## src/rtl/qbus_reg_slave.sv

```systemverilog
// Q-bus responder: small word-addressed register file with a CSR (DONE/IE) and
// one vectored interrupt source that joins the IAKO daisy chain.
module qbus_reg_slave #(
    parameter logic [15:0] BASE = 16'o177560,
    parameter int unsigned NREG = 4,
    parameter logic [8:0]  VEC  = 9'o060,
    parameter int unsigned WAIT = 0
) (
    input  logic        pin_clk,
    input  logic        pin_init_n,
    input  logic [15:0] pin_ad_in,
    output logic [15:0] pin_ad_out,
    output logic        pin_ad_ena,
    input  logic        pin_sync,
    input  logic        pin_din,
    input  logic        pin_dout,
    input  logic        pin_wtbt,
    output logic        pin_rply,
    output logic        pin_virq,
    input  logic        pin_iako_in,
    output logic        pin_iako_out,
    input  logic        pin_irq_set,
    output logic        csr_ie
);

    localparam int unsigned IW = $clog2(NREG);

    typedef enum logic [2:0] {
        StIdle,
        StAddr,
        StSkip,
        StWaits,
        StRply,
        StIak,
        StPass
    } state_e;

    state_e          state;
    logic            sync_prev;
    logic [IW-1:0]   idx;
    logic            bsel;
    logic            is_read;
    logic [2:0]      cnt;
    logic            done;
    logic            ie;
    logic            cond_prev;
    logic            irq_flag;
    logic [15:0]     data [NREG];

    logic [14:0]     offset;
    logic            addr_hit;
    logic            wr_commit;
    logic            wr_lo;
    logic            wr_hi;
    logic            csr_wr_lo;
    logic            irq_cond;
    logic [15:0]     rd_word;

    always_comb begin
        offset    = pin_ad_in[15:1] - BASE[15:1];
        // Addresses below BASE wrap to large offsets and fail the compare.
        addr_hit  = offset < 15'(NREG);
        wr_commit = (state == StWaits) && (cnt == 3'd0) && pin_sync && !is_read;
        wr_lo     = wr_commit && (!pin_wtbt || !bsel);
        wr_hi     = wr_commit && (!pin_wtbt || bsel);
        csr_wr_lo = wr_lo && (idx == '0);
        irq_cond  = done & ie;
        rd_word   = 16'h0000;
        if (idx == '0) begin
            rd_word = {8'h00, done, ie, 6'b000000};
        end else begin
            rd_word = data[idx];
        end
    end

    assign csr_ie = ie;

    always_ff @(posedge pin_clk) begin
        if (!pin_init_n) begin
            state        <= StIdle;
            sync_prev    <= 1'b0;
            idx          <= '0;
            bsel         <= 1'b0;
            is_read      <= 1'b0;
            cnt          <= 3'd0;
            done         <= 1'b0;
            ie           <= 1'b0;
            cond_prev    <= 1'b0;
            irq_flag     <= 1'b0;
            pin_ad_out   <= 16'h0000;
            pin_ad_ena   <= 1'b0;
            pin_rply     <= 1'b0;
            pin_virq     <= 1'b0;
            pin_iako_out <= 1'b0;
            for (int i = 0; i < int'(NREG); i++) begin
                data[i] <= 16'h0000;
            end
        end else begin
            sync_prev <= pin_sync;
            cond_prev <= irq_cond;
            pin_virq  <= irq_flag;

            // DONE is only cleared by software; a same-cycle event keeps it set.
            if (csr_wr_lo) begin
                ie <= pin_ad_in[6];
            end
            done <= pin_irq_set | (done & ~(csr_wr_lo & ~pin_ad_in[7]));

            if (wr_commit && (idx != '0)) begin
                if (wr_lo) begin
                    data[idx][7:0] <= pin_ad_in[7:0];
                end
                if (wr_hi) begin
                    data[idx][15:8] <= pin_ad_in[15:8];
                end
            end

            if (!ie) begin
                irq_flag <= 1'b0;
            end else if (irq_cond && !cond_prev) begin
                irq_flag <= 1'b1;
            end

            unique case (state)
                StIdle: begin
                    if (pin_sync && !sync_prev) begin
                        idx   <= offset[IW-1:0];
                        bsel  <= pin_ad_in[0];
                        state <= addr_hit ? StAddr : StSkip;
                    end else if (!pin_sync && pin_din && pin_iako_in) begin
                        if (irq_flag) begin
                            state      <= StIak;
                            pin_ad_out <= {7'b0000000, VEC};
                            pin_ad_ena <= 1'b1;
                            pin_rply   <= 1'b1;
                            irq_flag   <= 1'b0;
                        end else begin
                            state        <= StPass;
                            pin_iako_out <= 1'b1;
                        end
                    end
                end
                StSkip: begin
                    if (!pin_sync) begin
                        state <= StIdle;
                    end
                end
                StAddr: begin
                    if (!pin_sync) begin
                        state <= StIdle;
                    end else if (pin_din || pin_dout) begin
                        is_read <= pin_din;
                        cnt     <= 3'(WAIT);
                        state   <= StWaits;
                    end
                end
                StWaits: begin
                    if (!pin_sync) begin
                        state <= StIdle;
                    end else if (cnt == 3'd0) begin
                        state    <= StRply;
                        pin_rply <= 1'b1;
                        if (is_read) begin
                            pin_ad_ena <= 1'b1;
                            pin_ad_out <= rd_word;
                        end
                    end else begin
                        cnt <= cnt - 3'd1;
                    end
                end
                StRply: begin
                    if (!pin_sync) begin
                        state      <= StIdle;
                        pin_rply   <= 1'b0;
                        pin_ad_ena <= 1'b0;
                        pin_ad_out <= 16'h0000;
                    end else if (!pin_din && !pin_dout) begin
                        // Back to ADDR so a second strobe (DATIO) can follow.
                        state      <= StAddr;
                        pin_rply   <= 1'b0;
                        pin_ad_ena <= 1'b0;
                        pin_ad_out <= 16'h0000;
                    end
                end
                StIak: begin
                    if (!pin_iako_in || !pin_din) begin
                        state      <= StIdle;
                        pin_rply   <= 1'b0;
                        pin_ad_ena <= 1'b0;
                        pin_ad_out <= 16'h0000;
                    end
                end
                StPass: begin
                    if (!pin_iako_in) begin
                        state        <= StIdle;
                        pin_iako_out <= 1'b0;
                    end
                end
                default: begin
                    state <= StIdle;
                end
            endcase
        end
    end

endmodule

```

## config.mk

```make
export PLATFORM = sky130hd
export DESIGN_NAME = qbus_reg_slave
export DESIGN_NICKNAME = d
export VERILOG_FILES = /design/src/rtl/qbus_reg_slave.sv
export SDC_FILE = /design/constraint.sdc
export NUM_CORES = 1
export LEC_CHECK = 0
export CORE_ASPECT_RATIO = 2
export CORE_UTILIZATION = 68
export CTS_BUF_LIST = sky130_fd_sc_hd__clkbuf_8 sky130_fd_sc_hd__clkbuf_16
export DETAILED_ROUTE_END_ITERATION = 10
export DONT_BUFFER_PORTS = 1
export PLACE_DENSITY = 0.9
export SLEW_MARGIN = 15
export SYNTH_ARGS = -nofsm -noshare
export SYNTH_HDL_FRONTEND = slang
export SYNTH_SLANG_ARGS = --single-unit
```

## constraint.sdc

```tcl
create_clock -name pin_clk -period 5.7 [get_ports pin_clk]
set_input_delay 0.855 -clock pin_clk [delete_from_list [all_inputs] [get_ports pin_clk]]
set_output_delay 0.855 -clock pin_clk [all_outputs]
set_load 0.005 [all_outputs]
```

==> out/metrics.cfg, run 1 <==
[placed_design]
dp_worst_setup_slack_ns = 2.915
dp_hpwl_mm = 6.687
portBuffers = 0
gp_congestion = 0.8864
dp.cells = 451

[job]
cap_violations = 0

[clock_network]
ctsResizeCount = 0
clock_path_buffers = 2
numCtsBuffers = 9
root_buffer = clkbuf_16
cts_setup_buffers = 0
clock_sinks = 101
path_clk_slew_ns = 0.06
clkLatencyLatePin_ns = 0.34
hold_buffers = 0
cts_max_level = 3
cts_tree = yes

[power]
netSwitchingFraction_pct = 25.32
ir_drop_v = 0.0002708
comb_power_share_pct = 13.2
switching_power_mw = 0.4411
sequentialPowerShare_pct = 51.0
p_leak_nw = 1.698
power.density_mw_per_mm2 = 358.7
clock_power_share_pct = 35.8
p_int_mw = 1.301

[sta]
period_share_pct = 48.61
clock.fmax_ghz = 0.3609
finalClockSkew_ns = 0.004963
slew_violations = 0
fin_setup_tns_ns = 0
hold_viol = 0
tightest_slew_ns = 1.127
finalCriticalPeriod_ns = 2.770
max_slew_margin_pct = 24.61
rsz0062_at_grt = no
finalWorstSetupSlack_ns = 2.930
finalSetupViolations = 0

[synth]
yosys.area_share.simple_pct = 18.54
synth_cell_type_count = 48
ys_async_sr_fraction_pct = 0
synth_compound_area_share_pct = 9.452
synth_top_family_by_area = simple AND/OR/NAND/NOR gates
yosysWarnings = 0
synth.area.top_cells = edfxtp_1 43%, dfxtp_1 17%, mux4_2 7.0%
synth_common_cells = 64 x edfxtp_1, 49 x and2_1, 37 x dfxtp_1, 30 x nand2_1, 17 x a21oi_1
syn_area_mm2 = 0.004474
syn_area_per_cell_um2 = 12.16
ys_ff_latch = 101
synth_edf_count = 64
yosys.area_share.xor_xnor_pct = 0
synthCells = 368
synth_top_area_share_pct = 42.95
synthFlopType = edfxtp_1
synth.most_common_cell = edfxtp_1
ys_seq_area_share_pct = 59.51
synthMuxAreaShare_pct = 8.837
yosysTopAreaCell = edfxtp_1
synthAdderAreaFrac_pct = 0.5593

[detailed_routing]
wl_met2_mm = 5.082
drt_pass1_iterations = 7
drc = 0
top_layer_used = met4
wl_met3_um = 579
wl_per_cell_um = 19.65
drt-initial-drc-count = 318
met1_length_mm = 3.203
vias = 2935
wl_mm = 9.158
postRouteAntennaNets = 0
vias_per_cell = 6.298

[finish]
fin_util_pct = 76.98
syn_to_final_growth_pct = 8.557
diodes = 0
finalNonFillerCells = 466
fin_nets = 402
layout-drive-gt1-share_pct = 9.211
fillers = 407

[global_routing]
grt_pass1_wl_mm = 14.57
grt_max_degree = 34
antenna_found_initial = 0
grt-ovfl-total = 0
track_usage_pct = 30.01
grt_pass1_vias = 2915

[critical_path]
critPathBufInv = 0
path_delay_family = compound AO/OA/AOI/OAI gates
crit_path_end_kind = register
crit_type = reg2reg
crit_slowest_cell = o21ai_0
worstPathRequired_ns = 5.66
arrival_ns = 2.73
cp_slowest_stage_delay_ns = 0.87
critPathLaunchType = register
cp_max_fo = 21
path_cells = nand3b_4, nor3_2, o21ai_1, o21ai_0

[die]
rows = 41
start_util_pct = 70.91
dieWidth_um = 59.36
core_mm2 = 0.006310
die_y_um = 116.7
die_area_mm2 = 0.006928
ios = 45

[hold_path]
hp-class = reg2reg

[run_status]
status = complete, no violations

## metrics by stage
stage               hold slack [ns]  instance area, µm²  power (mW)
finish                       0.4658                4857       1.742
global placement             0.4395                4552       1.115
CTS                          0.4602                4857       1.743
global route                 0.4821                4857       1.809
detailed placement           0.4449                4552       1.127
floorplan                    0.4319                4531       1.083
## power groups by stage
stage / logic [mW] / registers (mW) / clock network [mW]
after floorplan: 0.233 / 0.850 / 0
after global placement: 0.217 / 0.898 / 0
after detailed placement: 0.224 / 0.903 / 0
after CTS: 0.227 / 0.889 / 0.628
after global routing: 0.250 / 0.897 / 0.663
final: 0.229 / 0.889 / 0.624
## cells in the final DEF, fill, tap and decap left out, types with 3 or more instances in the layout
master	n
mux4_2	14
a21oi_1	17
nand3_1	16
o21ai_1	14
nor2_1	14
nor3_1	7
o21a_1	5
clkinv_1	3
inv_1	9
o21ai_0	12
o211ai_1	5
conb_1	16
and2_1	49
mux2i_1	8
edfxtp_1	64
nand2b_1	5
clkbuf_16	9
nand4_1	3
nand2_1	30
nand3b_1	4
or3_1	5
nor2b_1	3
dfxtp_1	37
## tightest hold or removal path, stage by stage (launching register included)
cell and delay [ns]:
dfxtp_1 0.31, nand2_1 0.06, a21oi_1 0.05
## cell type report
type	instances	area (µm²)	area share (%)
Clock buffer	9	225.2	4.637
Clock inverter	6	80.08	1.649
Inverter	9	33.78	0.6955
Multi-Input combinational cell	254	1740	35.83
Sequential cell	101	2663	54.82
Tap cell	86	107.6	2.215
Timing Repair Buffer	1	7.507	0.1546
## path summary, 6_finish.rpt
kind,start,endpoint,slack [ns],cells after the start
setup / recovery,state[0]$_SDFFE_PN0P_,data[1][11]$_SDFFCE_PN0P_,2.93,4
hold / removal,cnt[2]$_SDFFE_PN0P_,cnt[2]$_SDFFE_PN0P_,0.47,2
setup reg to reg,state[0]$_SDFFE_PN0P_,data[1][11]$_SDFFCE_PN0P_,2.93,4
hold reg to reg,cnt[2]$_SDFFE_PN0P_,cnt[2]$_SDFFE_PN0P_,0.47,2
## cell families after synthesis
logic type,after synthesis
other,1
multiplexers,22
AO/OA/AOI/OAI,67
flip-flops,101
adder cells (fa/ha/maj),2
buffers and inverters,28
AND/OR/NAND/NOR,147
## metal layers
| metal | vias to the layer above | GRT usage [%] |
|---|---|---|
| met5 | - | 0 |
| met4 | 0 | 13.81 |
| met3 | 21 | 9.081 |
| met2 | 124 | 51.61 |
| met1 | 1439 | 33.13 |
| li1 | 1351 | - |
## registers in the layout, summed over array words and instances (netlist names), named ones only
| register | cells |
|---|---|
| data | 64 |
| pin_ad_out | 16 |
| cnt | 3 |
| state | 3 |
| idx | 2 |
| bsel | 1 |
| cond_prev | 1 |
| csr_ie | 1 |
| done | 1 |
| irq_flag | 1 |
| is_read | 1 |
| pin_ad_ena | 1 |
| pin_iako_out | 1 |
| pin_rply | 1 |
| pin_virq | 1 |
| sync_prev | 1 |
Power figures use the tool's default switching activity.
==> inputs of run 2 (changes only) <==
--- a/config.mk
+++ b/config.mk
@@ -6,11 +6,11 @@
 export NUM_CORES = 1
 export LEC_CHECK = 0
 export CORE_ASPECT_RATIO = 2
-export CORE_UTILIZATION = 68
+export CORE_UTILIZATION = 57
 export CTS_BUF_LIST = sky130_fd_sc_hd__clkbuf_8 sky130_fd_sc_hd__clkbuf_16
 export DETAILED_ROUTE_END_ITERATION = 10
 export DONT_BUFFER_PORTS = 1
-export PLACE_DENSITY = 0.9
+export PLACE_DENSITY = 0.81
 export SLEW_MARGIN = 15
 export SYNTH_ARGS = -nofsm -noshare
 export SYNTH_HDL_FRONTEND = slang
==> constraint.sdc (replaced) <==
create_clock -name pin_clk -period 2.25 [get_ports pin_clk]
set_input_delay 0.3375 -clock pin_clk [delete_from_list [all_inputs] [get_ports pin_clk]]
set_output_delay 0.3375 -clock pin_clk [all_outputs]
set_load 0.005 [all_outputs]
==> run 2 against run 1 <==
  * Register-to-register slack got worse by 2.8 ns
  * Sequential share of layout area fell by 2.0 points
  * Clock power rose to 2.6 times the previous value
  * Non-clock buffer count rose by 21
  * Setup slack got worse by 2.8 ns
  * Combinational power rose to 3.2 times the previous value
  * Die area rose by 19%
  * Sequential cell count did not move
  * Hold slack got worse by 0.35 ns
  * Fmax rose by 33%
  * Critical path type unchanged
  * Clock skew rose by 0.0024 ns
==> out/metrics.cfg, run 2 (synthesis results as in run 1) <==
[global_routing]
grt-ovfl-total = 0  ; unchanged
grt_pass1_wl_mm = 15.37  ; +5.5%
grt_max_degree = 34  ; unchanged
track_usage_pct = 25.89  ; -4.1 points
grt_pass1_vias = 3008  ; +3.2%
antenna_found_initial = 0  ; unchanged

[finish]
fillers = 568  ; +40%
finalNonFillerCells = 496  ; +6.4%
top_register = data
final_common_cell = edfxtp_1
final_cell_area_mm2 = 0.005041  ; +3.8%
layout_common_cells = 64 x edfxtp_1, 49 x and2_1, 36 x dfxtp_1, 30 x nand2_1, 22 x buf_4
fin_util_pct = 66.32  ; -11 points
multi_input_area_mm2 = 0.001745  ; +0.29%
syn_to_final_growth_pct = 12.67
reg_top3 = data: 64 flops, pin_ad_out: 16 flops
layout-drive-gt1-share_pct = 15.42  ; +6.2 points
fin_nets = 423  ; +5.2%
largest_reg_flops = 64  ; unchanged
regArea_mm2 = 0.002664  ; about the same
diodes = 0  ; unchanged

[detailed_routing]
drt_pass1_iterations = 7  ; unchanged
wl_mm = 9.630  ; +5.2%
wl_per_cell_um = 19.42  ; -1.2%
drc = 0  ; unchanged
drt-initial-drc-count = 425  ; +34%
postRouteAntennaNets = 0  ; unchanged
vias = 2896  ; -1.3%
vias_per_cell = 5.839  ; -7.3%

[placed_design]
gp_congestion = 0.9159  ; +3.3%
dp_hpwl_mm = 7.086  ; +6.0%
dpl-instance-area_mm2 = 0.004705  ; +3.4%
dp_worst_setup_slack_ns = 0.1195  ; -2.795 ns
portBuffers = 0  ; unchanged
dp.cells = 478  ; +6.0%

[critical_path]
cp_slowest_stage_delay_ns = 0.33  ; -0.54 ns
reg2reg_from = cnt[0]$_SDFFE_PN0P_
cp_common_cell = ha_1
crit_type = reg2reg
crit_path_end_kind = register
crit_slowest_cell = dfxtp_1
worstPathRequired_ns = 2.29  ; -3.37 ns
critPathLaunchType = register
r2r-end = data[3][14]$_DFFE_PP_
path_cells = inv_1, ha_1, ha_1, nand2_1, nor3_2, o21ai_1, o21ai_0, buf_4
regToRegSetupSlack_ns = 0.16  ; -2.77 ns
reg2regPathDepth = 8  ; +4
path_delay_family = compound AO/OA/AOI/OAI gates
path_depth = 8  ; +4
arrival_ns = 2.13  ; -0.60 ns
critPathBufInv = 2  ; +2
cp_max_fo = 8  ; -62%

[clock_network]
root_buffer = clkbuf_16
clock_path_buffers = 2  ; unchanged
clock_sinks = 101  ; unchanged
path_clk_slew_ns = 0.07  ; about the same
cts_tree = yes
numCtsBuffers = 9  ; unchanged
clkLatencyLatePin_ns = 0.34  ; about the same
cts_max_level = 3  ; unchanged

[power]
power.density_mw_per_mm2 = 898.7  ; +150%
ir_drop_v = 0.0005791  ; +110%
p_leak_nw = 1.807  ; +6.4%

[sta]
max_slew_margin_pct = 55.78  ; +31 points
tightest_slew_ns = 0.6633  ; -0.4640 ns
clock.fmax_ghz = 0.4786  ; +33%
finalClockSkew_ns = 0.007366  ; +0.002402 ns
finalSetupViolations = 0  ; unchanged
slew_violations = 0  ; unchanged
fin_setup_tns_ns = 0  ; unchanged
rsz0062_at_grt = no
finalCriticalPeriod_ns = 2.089  ; -0.6812 ns
period_share_pct = 92.86  ; +44 points
hold_viol = 0  ; unchanged
finalWorstSetupSlack_ns = 0.1607  ; -2.769 ns

[die]
rows = 45  ; +9.8%
dieWidth_um = 64.65  ; +8.9%
die_area_mm2 = 0.008230  ; +19%
die_y_um = 127.3  ; +9.1%
core_mm2 = 0.007601  ; +20%
start_util_pct = 58.86  ; -12 points
ios = 45  ; unchanged

[hold_path]
hp-class = in2reg
hold_start = pin_init_n
hold_depth = 1  ; -1
hold_end = state[2]$_SDFFE_PN0P_

[run_status]
status = complete, no violations

[job]
cap_violations = 0  ; unchanged

-- run 2: changes by cell type in the layout (fill, tap and decap cells not counted), moves of 2 or more --
cell / previous run / this run
nor2_1: 14 / 12
nor2_2: 0 / 2
buf_4: 1 / 22
clkinv_2: 0 / 2
-- run 2: final cells by class --
type	instances	area share [%]
Tap cell	94	2.333
Timing Repair Buffer	22	3.276
Inverter	9	0.6701
Multi-Input combinational cell	254	34.62
Sequential cell	101	52.84
Clock buffer	9	4.468
Clock inverter	7	1.787
-- run 2: worst max-delay path by stage --
stage,end,slack [ns],startpoint
2_1_floorplan,data[1][10]$_SDFFCE_PN0P_,0.13,cnt[0]$_SDFFE_PN0P_
3_3_place_gp,data[1][11]$_SDFFCE_PN0P_,0.13,state[0]$_SDFFE_PN0P_
3_5_place_dp,data[1][14]$_SDFFCE_PN0P_,0.12,state[0]$_SDFFE_PN0P_
4_1_cts,data[1][14]$_SDFFCE_PN0P_,0.08,state[0]$_SDFFE_PN0P_
5_1_grt,pin_ad_out[12]$_SDFFE_PN0P_,0.03,state[1]$_SDFFE_PN0P_
6_report,data[3][14]$_DFFE_PP_,0.16,cnt[0]$_SDFFE_PN0P_
-- run 2: routing by layer --
metal,global-route usage (%),wire (µm)
met2,44.89,5346
met3,7.321,528
met4,12.68,259
met5,0,0
met1,28.41,3496
-- run 2: timing repair --
action / in CTS / in global routing
endpoints found under the setup margin: 0 / 45
hold buffers: 0 / 0
gates resized for setup: 0 / 3
buffers inserted: 0 / 2
-- run 2: stage by stage --
stage          hold WS, ns  power, mW
6_report            0.1186      4.530
5_1_grt             0.1110      4.710
4_1_cts             0.1079      4.551
3_5_place_dp        0.4602      2.947
3_3_place_gp        0.4386      2.929
2_1_floorplan       0.4319      2.744
-- run 2: where the power goes --
group / internal, mW / total (mW) / switching (mW)
clock: 0.968 / 1.61 / 0.644
combinational: 0.334 / 0.737 / 0.403
sequential: 2.07 / 2.18 / 0.108
total: 3.38 / 4.53 / 1.15
==> patch 1 (config.mk and constraints of run 2) <==
The parameter `VEC` goes from 9'o060 to 47.
--- a/src/rtl/qbus_reg_slave.sv
+++ b/src/rtl/qbus_reg_slave.sv
@@ -5,3 +5,3 @@
     parameter int unsigned NREG = 4,
-    parameter logic [8:0]  VEC  = 9'o060,
+    parameter logic [8:0]  VEC  = 47,
     parameter int unsigned WAIT = 0
Function: changed (Yosys sat finds a counterexample within 10 cycles, from zero or initial values).
==> patch 1 against run 2 <==
Power grew 1.8%; die area rose by 2.5%; final area is essentially flat; worst setup slack gained 0.060 ns; routed wire length decreased by 2.9%; synthesized area rose by 2.5%; clock power fell by 12%; sequential cell count unchanged.
==> patch 1: results <==
INSERT INTO impl_metrics (metric_group, metric, value, unit) VALUES
('finish', 'final-instance-count-excl-fill', '491', ''),
('setup_path', 'crit_path_top_delay_cell', 'nor2_1', ''),
('run_status', 'run_status', 'finished, final reports clean', ''),
('global_routing', 'grt_pass1_vias', '2840', ''),
('placement', 'gpl.final_weighted_congestion', '0.8358', ''),
('global_routing', 'first_pass_grt_wire_length', '14570', 'um'),
('global_routing', 'largest_net_degree_at_the_start_of_global_routing', '33', ''),
('finish', 'final-nonclk-buf-share', '2.235', '%'),
('setup_path', 'worst-endpoint-arrival', '2.24', 'ns'),
('setup_path', 'endpoint', 'data[2][1]$_SDFFCE_PN0P_', ''),
('pwr', 'power.ir.vdd_worst', '0.0005924', 'V'),
('global_routing', 'grt.total_usage', '24.09', '%'),
('setup_path', 'critical-path-top-delay-family', 'simple AND/OR/NAND/NOR gates', ''),
('finish', 'area_share_clock_buf_inv', '5.463', '%'),
('pwr', 'leakage', '1.743', 'nW'),
('detailed_routing', 'drt-vias-per-instance', '5.872', ''),
('finish', 'nFillCells', '579', ''),
('finish', 'multi_input_area', '1827', 'um^2'),
('placement', 'dp_hpwl', '7056', 'um'),
('logic_synthesis', 'ys_top_cells_by_count', 'edfxtp_1, and2_1, dfxtp_1, nand3_1', '');
==> patch 1: changes by cell type after synthesis, sizes merged, moves of 4 or more <==
cell / run 2 / this run
nor2b: 3 / 8
o21ai: 26 / 20
a22oi: 0 / 4
o21a: 5 / 0
o221ai: 0 / 4
nand3: 16 / 24
mux2i: 8 / 1
nand2: 30 / 17
==> patch 1: logic make-up after synthesis <==
logic type	after synthesis	share of synthesized area (%)
AND/OR/NAND/NOR	154	19.78
flip-flops	101	58.05
AO/OA/AOI/OAI	60	9.193
buffers and inverters	32	3.464
multiplexers	20	8.892
adder cells (fa/ha/maj)	2	0.5455
other	1	0.08175
==> patch 1: report_power, final <==
group	internal [mW]	total (mW)	switching, mW
Clock	0.754	1.42	0.662
Sequential	2.10	2.26	0.163
Combinational	0.424	0.937	0.513
==> patch 1: routing by layer <==
layer  global-route usage [%]  vias up  wire length, um
li1                         -     1388                -
met1                    25.29     1383             3278
met2                    41.84       89             5211
met3                    6.826       23              551
met4                    13.94        0              309
met5                        0        -                0
==> patch 2 (settings of run 2) <==
Without the edit above. Encoding of `state_e`: now Gray code (3 bits for 7 states).
--- a/src/rtl/qbus_reg_slave.sv
+++ b/src/rtl/qbus_reg_slave.sv
@@ -28,9 +28,9 @@
     typedef enum logic [2:0] {
-        StIdle,
-        StAddr,
-        StSkip,
-        StWaits,
-        StRply,
-        StIak,
-        StPass
+        StIdle  = 3'b000,
+        StAddr  = 3'b001,
+        StSkip  = 3'b011,
+        StWaits = 3'b010,
+        StRply  = 3'b110,
+        StIak   = 3'b111,
+        StPass  = 3'b101
     } state_e;
Behaviour: same outputs for any inputs over 4 cycles, from zero or initial values; so few cycles prove little.
==> patch 2 against run 2 <==
Power grew 3.3%; utilization is essentially flat; combinational power grew 11%; routed wire length shrank 6.9%; synthesized area shrank 0.64%; final area shrank 0.79%; die area shrank 0.63%; synthesized cell count shrank 0.54%; sequential cell count is the same; critical path depth is the same; worst setup slack lost 0.049 ns; worst hold slack gained 0.00074 ns; critical path type unchanged.
==> patch 2: results <==
INSERT INTO impl_metrics (metric_group, metric, value, unit) VALUES
('run_status', 'run_status', 'finished, final reports clean', ''),
('detailed_routing', 'initialDrtViolationCount', '257', ''),
('finish', 'final_net_count', '419', ''),
('placement', 'placed_cells', '476', ''),
('timing', 'fin_skew', '0.004673', 'ns'),
('finish', 'final-nonclk-buf-share', '3.453', '%'),
('detailed_routing', 'routed_wire_length_per_instance', '18.22', 'um'),
('setup_path', 'worst-endpoint-arrival', '2.19', 'ns'),
('setup_path', 'crit_path_top_delay_cell', 'or3_1', ''),
('detailed_routing', 'number_of_search_and_repair_iterations_in_the_first_detailed_routing_pass', '4', ''),
('pwr', 'power.ir.vdd_worst', '0.001134', 'V'),
('finish', 'multi_input_area', '1700', 'um^2'),
('placement', 'gpl.final_weighted_congestion', '0.8371', ''),
('logic_synthesis', 'synth_compound_gate_area_share', '7.768', '%'),
('placement', 'postPlaceCellArea', '4687', 'um^2'),
('global_routing', 'grt.total_usage', '24.43', '%'),
('logic_synthesis', 'post_synth_num_cell_types', '52', ''),
('logic_synthesis', 'muxShareOfSynthArea', '9.344', '%'),
('global_routing', 'grt_pass1_vias', '2949', ''),
('finish', 'non_clock_buffer_count', '23', '');
## patch 2: changes by cell type in the layout (fill, tap and decap cells not counted), sizes merged, moves of 4 or more
cell	run 2	this run
a21oi	17	10
nor2	14	22
mux2i	8	1
o211ai	5	0
mux2	0	4
## patch 2: critical path, delay by kind of cell (launching register included)
kind	cells	cell delay, ns
compound gates	2	0.42
flops	1	0.32
simple gates	2	0.49
fa+ha+maj	2	0.34
buf+inv	2	0.25
## patch 2: power by group through the flow
stage          clock (mW)  combinational (mW)  sequential (mW)
3_3_place_gp            0               0.789             2.26
3_5_place_dp            0               0.811             2.27
6_report             1.63               0.817             2.23
4_1_cts              1.63               0.815             2.23
2_1_floorplan           0               0.686             2.18
5_1_grt              1.71               0.902             2.24
## patch 2: final timing paths
| path | startpoint | endpoint | slack [ns] | depth (start not counted) |
|---|---|---|---|---|
| worst max register to register | cnt[0]$_SDFFE_PN0P_ | data[1][14]$_SDFFCE_PN0P_ | 0.11 | 8 |
| worst max-delay path | cnt[0]$_SDFFE_PN0P_ | data[1][14]$_SDFFCE_PN0P_ | 0.11 | 8 |
| worst min-delay path | pin_sync | sync_prev$_SDFF_PN0_ | 0.12 | 1 |
| worst min register to register | pin_ad_out[3]$_SDFFE_PN0P_ | pin_ad_out[3]$_SDFFE_PN0P_ | 0.47 | 2 |
## patch 2: routing by layer
| layer | global-route usage, % | share of wire [%] |
|---|---|---|
| met2 | 42.41 | 55 |
| met3 | 5.306 | 4.3 |
| met1 | 27.96 | 38 |
| met4 | 11.63 | 2.6 |
| met5 | 0 | 0 |
## patch 2: timing repair
action | 4_1_cts | 5_1_grt
setup endpoints to repair | 0 | 8
endpoints found under the hold margin | 0 | 0
gates resized for setup | 0 | 1
